==> src/rtl/obi_wb_bridge.sv <==
// OBI to Wishbone classic bridge: one outstanding transfer,
// registered bus cycle, bus-error response on ack timeout.
module obi_wb_bridge #(
  parameter int TIMEOUT_CYCLES = 1024
) (
  input  logic        clk_core,
  input  logic        rst_core,
  input  logic        obi_req_i,
  output logic        obi_gnt_o,
  input  logic [31:0] obi_addr_i,
  input  logic        obi_we_i,
  input  logic [3:0]  obi_be_i,
  input  logic [31:0] obi_wdata_i,
  output logic        obi_rvalid_o,
  output logic [31:0] obi_rdata_o,
  output logic        obi_err_o,
  output logic        wb_cyc_o,
  output logic        wb_stb_o,
  output logic        wb_we_o,
  output logic [3:0]  wb_wstrb_o,
  output logic [31:0] wb_addr_o,
  output logic [31:0] wb_data_o,
  input  logic [31:0] wb_data_i,
  input  logic        wb_ack_i
);

  localparam int CW =
    (TIMEOUT_CYCLES > 0) ? $clog2(TIMEOUT_CYCLES + 1) : 1;

  localparam logic [1:0] S_IDLE = 2'd0;
  localparam logic [1:0] S_BUS  = 2'd1;
  localparam logic [1:0] S_RESP = 2'd2;

  localparam logic [31:0] ERR_DATA = 32'hDEAD_BEEF;

  logic [1:0]    state;
  logic [CW-1:0] cnt;
  logic [CW-1:0] cnt_nxt;
  logic          hs;
  logic          tmo;

  assign obi_gnt_o    = obi_req_i & (state != S_BUS);
  assign hs           = obi_req_i & obi_gnt_o;
  assign wb_cyc_o     = (state == S_BUS);
  assign wb_stb_o     = wb_cyc_o;
  assign obi_rvalid_o = (state == S_RESP);

  // Timeout fires on the bus cycle that would bring the count to the limit.
  assign cnt_nxt = cnt + CW'(1);
  assign tmo     = (TIMEOUT_CYCLES != 0) &&
                   (cnt_nxt == CW'(TIMEOUT_CYCLES));

  always_ff @(posedge clk_core or posedge rst_core) begin
    if (rst_core) begin
      state       <= S_IDLE;
      cnt         <= '0;
      wb_addr_o   <= '0;
      wb_we_o     <= 1'b0;
      wb_wstrb_o  <= '0;
      wb_data_o   <= '0;
      obi_rdata_o <= '0;
      obi_err_o   <= 1'b0;
    end else begin
      case (state)
        S_BUS: begin
          if (wb_ack_i) begin
            obi_rdata_o <= wb_we_o ? 32'h0 : wb_data_i;
            obi_err_o   <= 1'b0;
            state       <= S_RESP;
          end else if (tmo) begin
            obi_rdata_o <= ERR_DATA;
            obi_err_o   <= 1'b1;
            state       <= S_RESP;
          end else begin
            cnt <= cnt_nxt;
          end
        end
        default: begin
          if (hs) begin
            wb_addr_o  <= obi_addr_i;
            wb_we_o    <= obi_we_i;
            wb_wstrb_o <= obi_be_i;
            wb_data_o  <= obi_we_i ? obi_wdata_i : 32'h0;
            cnt        <= '0;
            state      <= S_BUS;
          end else begin
            state <= S_IDLE;
          end
        end
      endcase
    end
  end

endmodule

==> config.mk <==
export PLATFORM = sky130hd
export DESIGN_NAME = obi_wb_bridge
export DESIGN_NICKNAME = d
export VERILOG_FILES = /design/src/rtl/obi_wb_bridge.sv
export SDC_FILE = /design/constraint.sdc
export NUM_CORES = 1
export LEC_CHECK = 0
export CAP_MARGIN = 20
export CORE_MARGIN = 5
export CORE_UTILIZATION = 35
export CTS_CLUSTER_SIZE = 16
export DETAILED_ROUTE_END_ITERATION = 6
export PLACE_DENSITY = 0.67
export SYNTH_ARGS = -nofsm -noshare
export SYNTH_HDL_FRONTEND = slang
export SYNTH_SLANG_ARGS = --single-unit
==> constraint.sdc <==
create_clock -name clk_core -period 9.2 [get_ports clk_core]
set_input_delay 2.76 -clock clk_core [delete_from_list [all_inputs] [get_ports clk_core]]
set_output_delay 2.76 -clock clk_core [all_outputs]
set_load 0.1 [all_outputs]
==> flow_summary.json, run 1 <==
{
  "min_from": "wb_data_o[20]",
  "path_class": "in2out",
  "synth_cell_types": 39,
  "syn_nets": 502,
  "final_cells": 795,
  "max_stage_delay_ns": 0.52,
  "clk_pin_slew_ns": 0.05,
  "skew_ns": 0.00610,
  "worstRegToRegCells": 5,
  "synth_area_leaders": "dfrtp_1, mux2_2, nand2_1",
  "cts_max_level": 4,
  "crit_slowest_cell": "clkdlybuf4s50_1",
  "setup_viol": 0,
  "arrival_ns": 3.81,
  "seqCellArea_sq_um": 2880,
  "path_delay_family": "buffers and inverters",
  "avgSynthCellArea_sq_um": 12.0,
  "avgRoutedWirePerCell_microns": 16.2,
  "reg2reg_from": "state[0]",
  "drtPass1Iterations": 4,
  "synthCells": 396,
  "critPathBufInv": 3,
  "ys_seq_area_share_pct": 60.8,
  "clock-sinks": 115,
  "synth_top_cell_area_share_pct": 60.8,
  "start_util_pct": 35.8,
  "cts_made_buffers": 17,
  "wirelength_mm": 12.9,
  "multi_input_area_sq_um": 1690,
  "r2r_end": "wb_addr_o[0]",
  "drtIter0Drc": 163,
  "start_kind": "input pin",
  "synth-async-reset-ratio_pct": 100,
  "dp_hpwl_mm": 9.56,
  "worstSetupEndpointType": "primary output",
  "slew_headroom_pct": 30.6,
  "ys_ff_latch": 115,
  "ctsHoldBuffers": 0,
  "synthFlopType": "dfrtp_1",
  "fillers": 1140,
  "rsz0062_at_grt": "no",
  "track_usage_pct": 16.7,
  "num-nets-final": 712,
  "yosys_warnings": 0,
  "worstPathCellList": "clkdlybuf4s50_1, nand2_2, inv_1, buf_4",
  "syn_area_sq_um": 4740,
  "antenna_left": 0,
  "finalHoldViolations": 0,
  "routed-via-count": 3792,
  "hold_path_end": "wb_data_o[20]",
  "die_h_microns": 126,
  "clockRootBuffer": "clkbuf_16",
  "fp.coreArea_sq_um": 13200,
  "layout-drive-gt1-share_pct": 15.8,
  "final-max-slew-violation-count": 0,
  "period_share_pct": 71.4,
  "drc": 0,
  "dpl.cell_count": 763,
  "placed_cell_area_sq_um": 6990,
  "max_slew.worst_pin.slew_ns": 1.04,
  "cts_setup_buffers": 0,
  "final_cell_area_sq_um": 7560,
  "synth_top_area_cell": "dfrtp_1",
  "tns_ns": 0,
  "grt_pass1_wl_mm": 21.4,
  "vias_per_cell": 4.77,
  "grt_max_degree": 73,
  "num_antenna_cells": 0,
  "insertion_delay_ns": 0.40,
  "overflow": 0,
  "cts.repair.resized": 0,
  "reg2reg_slack_ns": 7.17,
  "maxCapViolCount": 0,
  "status": "finished clean",
  "path_max_fanout": 3,
  "grt_pass1_vias": 4052,
  "die_area_sq_um": 16000,
  "whs_path_depth": 2,
  "rows": 42,
  "cts_max_path_buffers": 2,
  "die_x_microns": 126,
  "port_buffers": 210,
  "hp-class": "reg2reg",
  "period_needed_ns": 6.57,
  "place_congestion": 0.766,
  "synth_edf_count": 0,
  "timing.fmax_mhz": 152,
  "pin_count": 211,
  "cts_tree": "built",
  "syn2layout_area_growth_pct": 59.6,
  "antenna_found_initial": 0,
  "critical_path_required_ns": 6.44
}
-- Yosys cell counts, types with 3 or more instances --
cell type,instances
a22o_2,8
mux2_2,37
o21ai_0,33
dfrtp_1,115
nor2_1,5
inv_1,4
o22a_1,18
o31ai_1,3
nor4_1,3
o211ai_1,4
buf_2,5
nand3_1,5
mux2i_1,4
nand2_1,76
clkbuf_1,16
o22a_2,7
nor2b_1,25
-- area by class of cell --
| type | instances | area share [%] |
|---|---|---|
| multi-input combinational | 250 | 22.4 |
| inverter | 6 | 0.496 |
| clock inverter | 12 | 1.49 |
| tap | 176 | 2.91 |
| sequential | 115 | 38.1 |
| clock buffer | 20 | 6.04 |
| timing repair buffer | 216 | 28.6 |
-- per-stage QoR --
step                hold slack (ns)  setup WS (ns)  util (%)
finish                        0.480           2.63      57.1
global route                  0.500           2.58      57.1
global placement              0.464           2.62      52.6
CTS                           0.484           2.62      57.1
detailed placement            0.472           2.62      52.8
floorplan                     0.473           2.73         -
-- how the worst max path moves through the flow --
stage | startpoint | end | slack, ns | cells after the start
after global routing | obi_req_i | obi_gnt_o | 2.58 | 4
after detailed placement | obi_req_i | obi_gnt_o | 2.62 | 4
after CTS | obi_req_i | obi_gnt_o | 2.62 | 4
final | obi_req_i | obi_gnt_o | 2.63 | 4
after floorplan | obi_req_i | obi_gnt_o | 2.73 | 4
after global placement | obi_req_i | obi_gnt_o | 2.62 | 4
-- per-layer routing --
layer	part of all wire, %	GRT usage, %	up-vias
li1	-	-	1817
met1	42	20.1	1810
met2	47	26.5	152
met3	10	7.99	13
met4	1.4	5.36	0
met5	0	0	-
-- sequential cells by signal, summed over array words and instances, names as in the netlist --
| register | count |
|---|---|
| wb_wstrb_o | 4 |
| wb_addr_o | 32 |
| wb_we_o | 1 |
| cnt | 11 |
| state | 2 |
| obi_err_o | 1 |
| obi_rdata_o | 32 |
| wb_data_o | 32 |
-- cell usage in the layout, fill, tap and decap left out, types with 2 or more instances in the layout --
cell	instances
nand4b_1	2
o31ai_1	3
clkbuf_16	17
nor3_1	2
mux2i_1	4
o211ai_1	4
buf_4	6
nor2b_1	25
nand4_1	2
bufinv_16	2
nor4_1	3
a21oi_1	2
o22a_1	18
clkdlybuf4s50_1	209
nor2_1	5
clkbuf_8	2
nand2_1	75
mux2_2	37
inv_1	3
clkinv_2	9
nand3_1	5
o22a_2	7
o21ai_0	33
a22o_2	8
o311ai_0	2
dfrtp_1	115
-- cell families (layout without fill, tap and decap cells) --
family / count (synthesis) / after routing / synth area share, %
AND/OR/NAND/NOR: 129 / 129 / 13.6
flip-flops: 115 / 115 / 60.8
AO/OA/AOI/OAI: 79 / 79 / 12.2
multiplexers: 41 / 41 / 9.64
buffers and inverters: 31 / 254 / 3.57
adder cells (fa/ha/maj): 1 / 1 / 0.264
-- tightest hold or removal path: stages, from the launching register on --
cell and delay, ns:
dfrtp_1 0.34, nand2_1 0.05, o21ai_0 0.06
Power of run 1 is left out: the tool's default activity adds up to more than one toggle a clock period on the data nets, which glitch-free logic cannot reach.
==> run 2: changes to the inputs <==
--- a/config.mk
+++ b/config.mk
@@ -10,7 +10,7 @@
 export CORE_UTILIZATION = 35
 export CTS_CLUSTER_SIZE = 16
 export DETAILED_ROUTE_END_ITERATION = 6
-export PLACE_DENSITY = 0.67
+export PLACE_DENSITY = 0.7
 export SYNTH_ARGS = -nofsm -noshare
 export SYNTH_HDL_FRONTEND = slang
 export SYNTH_SLANG_ARGS = --single-unit
==> constraint.sdc (replaced) <==
create_clock -name clk_core -period 5.45 [get_ports clk_core]
set_input_delay 1.635 -clock clk_core [delete_from_list [all_inputs] [get_ports clk_core]]
set_output_delay 1.635 -clock clk_core [all_outputs]
set_load 0.1 [all_outputs]
==> flow_summary.json, run 2 (synthesis results as in run 1) <==
{
  "worstSetupEndpointType": "primary output",
  "slew_headroom_pct": 32.3,
  "tns_ns": 0,
  "final_cell_mix": "clkdlybuf4s50_1, dfrtp_1, nand2_1",
  "max_slew.worst_pin.slew_ns": 1.01,
  "final-max-slew-violation-count": 0,
  "antenna_left": 0,
  "critical_path_required_ns": 3.82,
  "clockRootBuffer": "clkbuf_16",
  "status": "finished clean",
  "overflow": 0,
  "reg2reg_from": "state[1]",
  "worstPathCellList": "clkdlybuf4s50_1",
  "path_class": "reg2out",
  "grt_pass1_wl_mm": 20.7,
  "hp-class": "reg2reg",
  "critPathBufInv": 1,
  "max_stage_delay_ns": 1.28,
  "wirelength_mm": 12.7,
  "path_max_fanout": 27,
  "hold_ws_ns": 0.479,
  "cts_tree": "built",
  "dp_hpwl_mm": 9.22,
  "routed-via-count": 3748,
  "start_util_pct": 35.8,
  "crit_slowest_cell": "clkdlybuf4s50_1",
  "fp.coreArea_sq_um": 13200,
  "finalHoldViolations": 0,
  "timing.fmax_mhz": 237,
  "whs_path_depth": 2,
  "ctsHoldBuffers": 0,
  "cts_made_buffers": 17,
  "port_buffers": 210,
  "drc": 0,
  "final_cells": 791,
  "layout-drive-gt1-share_pct": 15.4,
  "cts_max_level": 4,
  "arrival_ns": 2.59,
  "cts_max_path_buffers": 2,
  "die_area_sq_um": 16000,
  "antenna_found_initial": 0,
  "rsz0062_at_grt": "no",
  "setup_viol": 0,
  "cts_setup_buffers": 0,
  "period_needed_ns": 4.23,
  "num-nets-final": 710,
  "final_common_cell": "clkdlybuf4s50_1",
  "reg_top3": "obi_rdata_o x32, wb_addr_o x32, wb_data_o x32",
  "period_share_pct": 77.5,
  "min_from": "wb_data_o[7]",
  "syn2layout_area_growth_pct": 59.7,
  "fin_util_pct": 57.1,
  "die_x_microns": 126,
  "place_congestion": 0.784,
  "start_kind": "register",
  "insertion_delay_ns": 0.41,
  "vias_per_cell": 4.74,
  "drtPass1Iterations": 4,
  "drtIter0Drc": 185,
  "grt_max_degree": 73,
  "r2r_end": "obi_rdata_o[8]",
  "track_usage_pct": 16.2,
  "clk_pin_slew_ns": 0.05,
  "num_antenna_cells": 0,
  "cts.repair.resized": 0,
  "dpl.cell_count": 761,
  "worstRegToRegCells": 5,
  "grt_pass1_vias": 4058,
  "pin_count": 211,
  "skew_ns": 0.00714,
  "maxCapViolCount": 0,
  "avgRoutedWirePerCell_microns": 16.1,
  "die_h_microns": 126,
  "reg2reg_slack_ns": 3.11,
  "path_delay_family": "buffers and inverters",
  "clock-sinks": 115,
  "rows": 42,
  "hold_path_end": "wb_data_o[7]"
}
==> run 2: cell types whose count changed in the layout (fill, tap and decap cells not counted), sizes merged <==
| cell | before | now |
|---|---|---|
| clkinv | 9 | 6 |
| buf | 7 | 5 |
| clkinvlp | 1 | 2 |
==> run 2: area by class of cell <==
class	count	area, sq um
clock buffers	20	467
fillers	1143	5680
inverters	6	37.5
well taps	176	220
flip-flops and latches	115	2880
clock inverters	10	109
repair buffers	214	2160
multi-input cells	250	1690
==> run 2: per-layer routing <==
layer / vias up / wire [microns] / global-route usage (%)
met2: 158 / 5810 / 25.5
met3: 15 / 1170 / 7.02
met1: 1771 / 5540 / 20.1
li1: 1804 / - / -
met4: 0 / 175 / 5.55
met5: - / 0 / 0
==> run 2: per-stage QoR <==
step / worst slack (ns) / area [sq um]
after floorplan: 0.771 / 4740
after global placement: 1.25 / 6980
after detailed placement: 1.24 / 6990
after CTS: 1.20 / 7570
after global routing: 1.12 / 7570
final: 1.22 / 7570
==> run 2: worst max-delay path by stage <==
stage	start	end	slack (ns)	cells after the start
after floorplan	rst_core	cnt[0]	0.77	1
after global placement	obi_req_i	obi_gnt_o	1.25	4
after detailed placement	obi_req_i	obi_gnt_o	1.24	4
after CTS	wb_we_o	wb_we_o	1.20	1
after global routing	wb_we_o	wb_we_o	1.12	1
final	wb_we_o	wb_we_o	1.22	1
Power of run 2 is left out for the same reason.
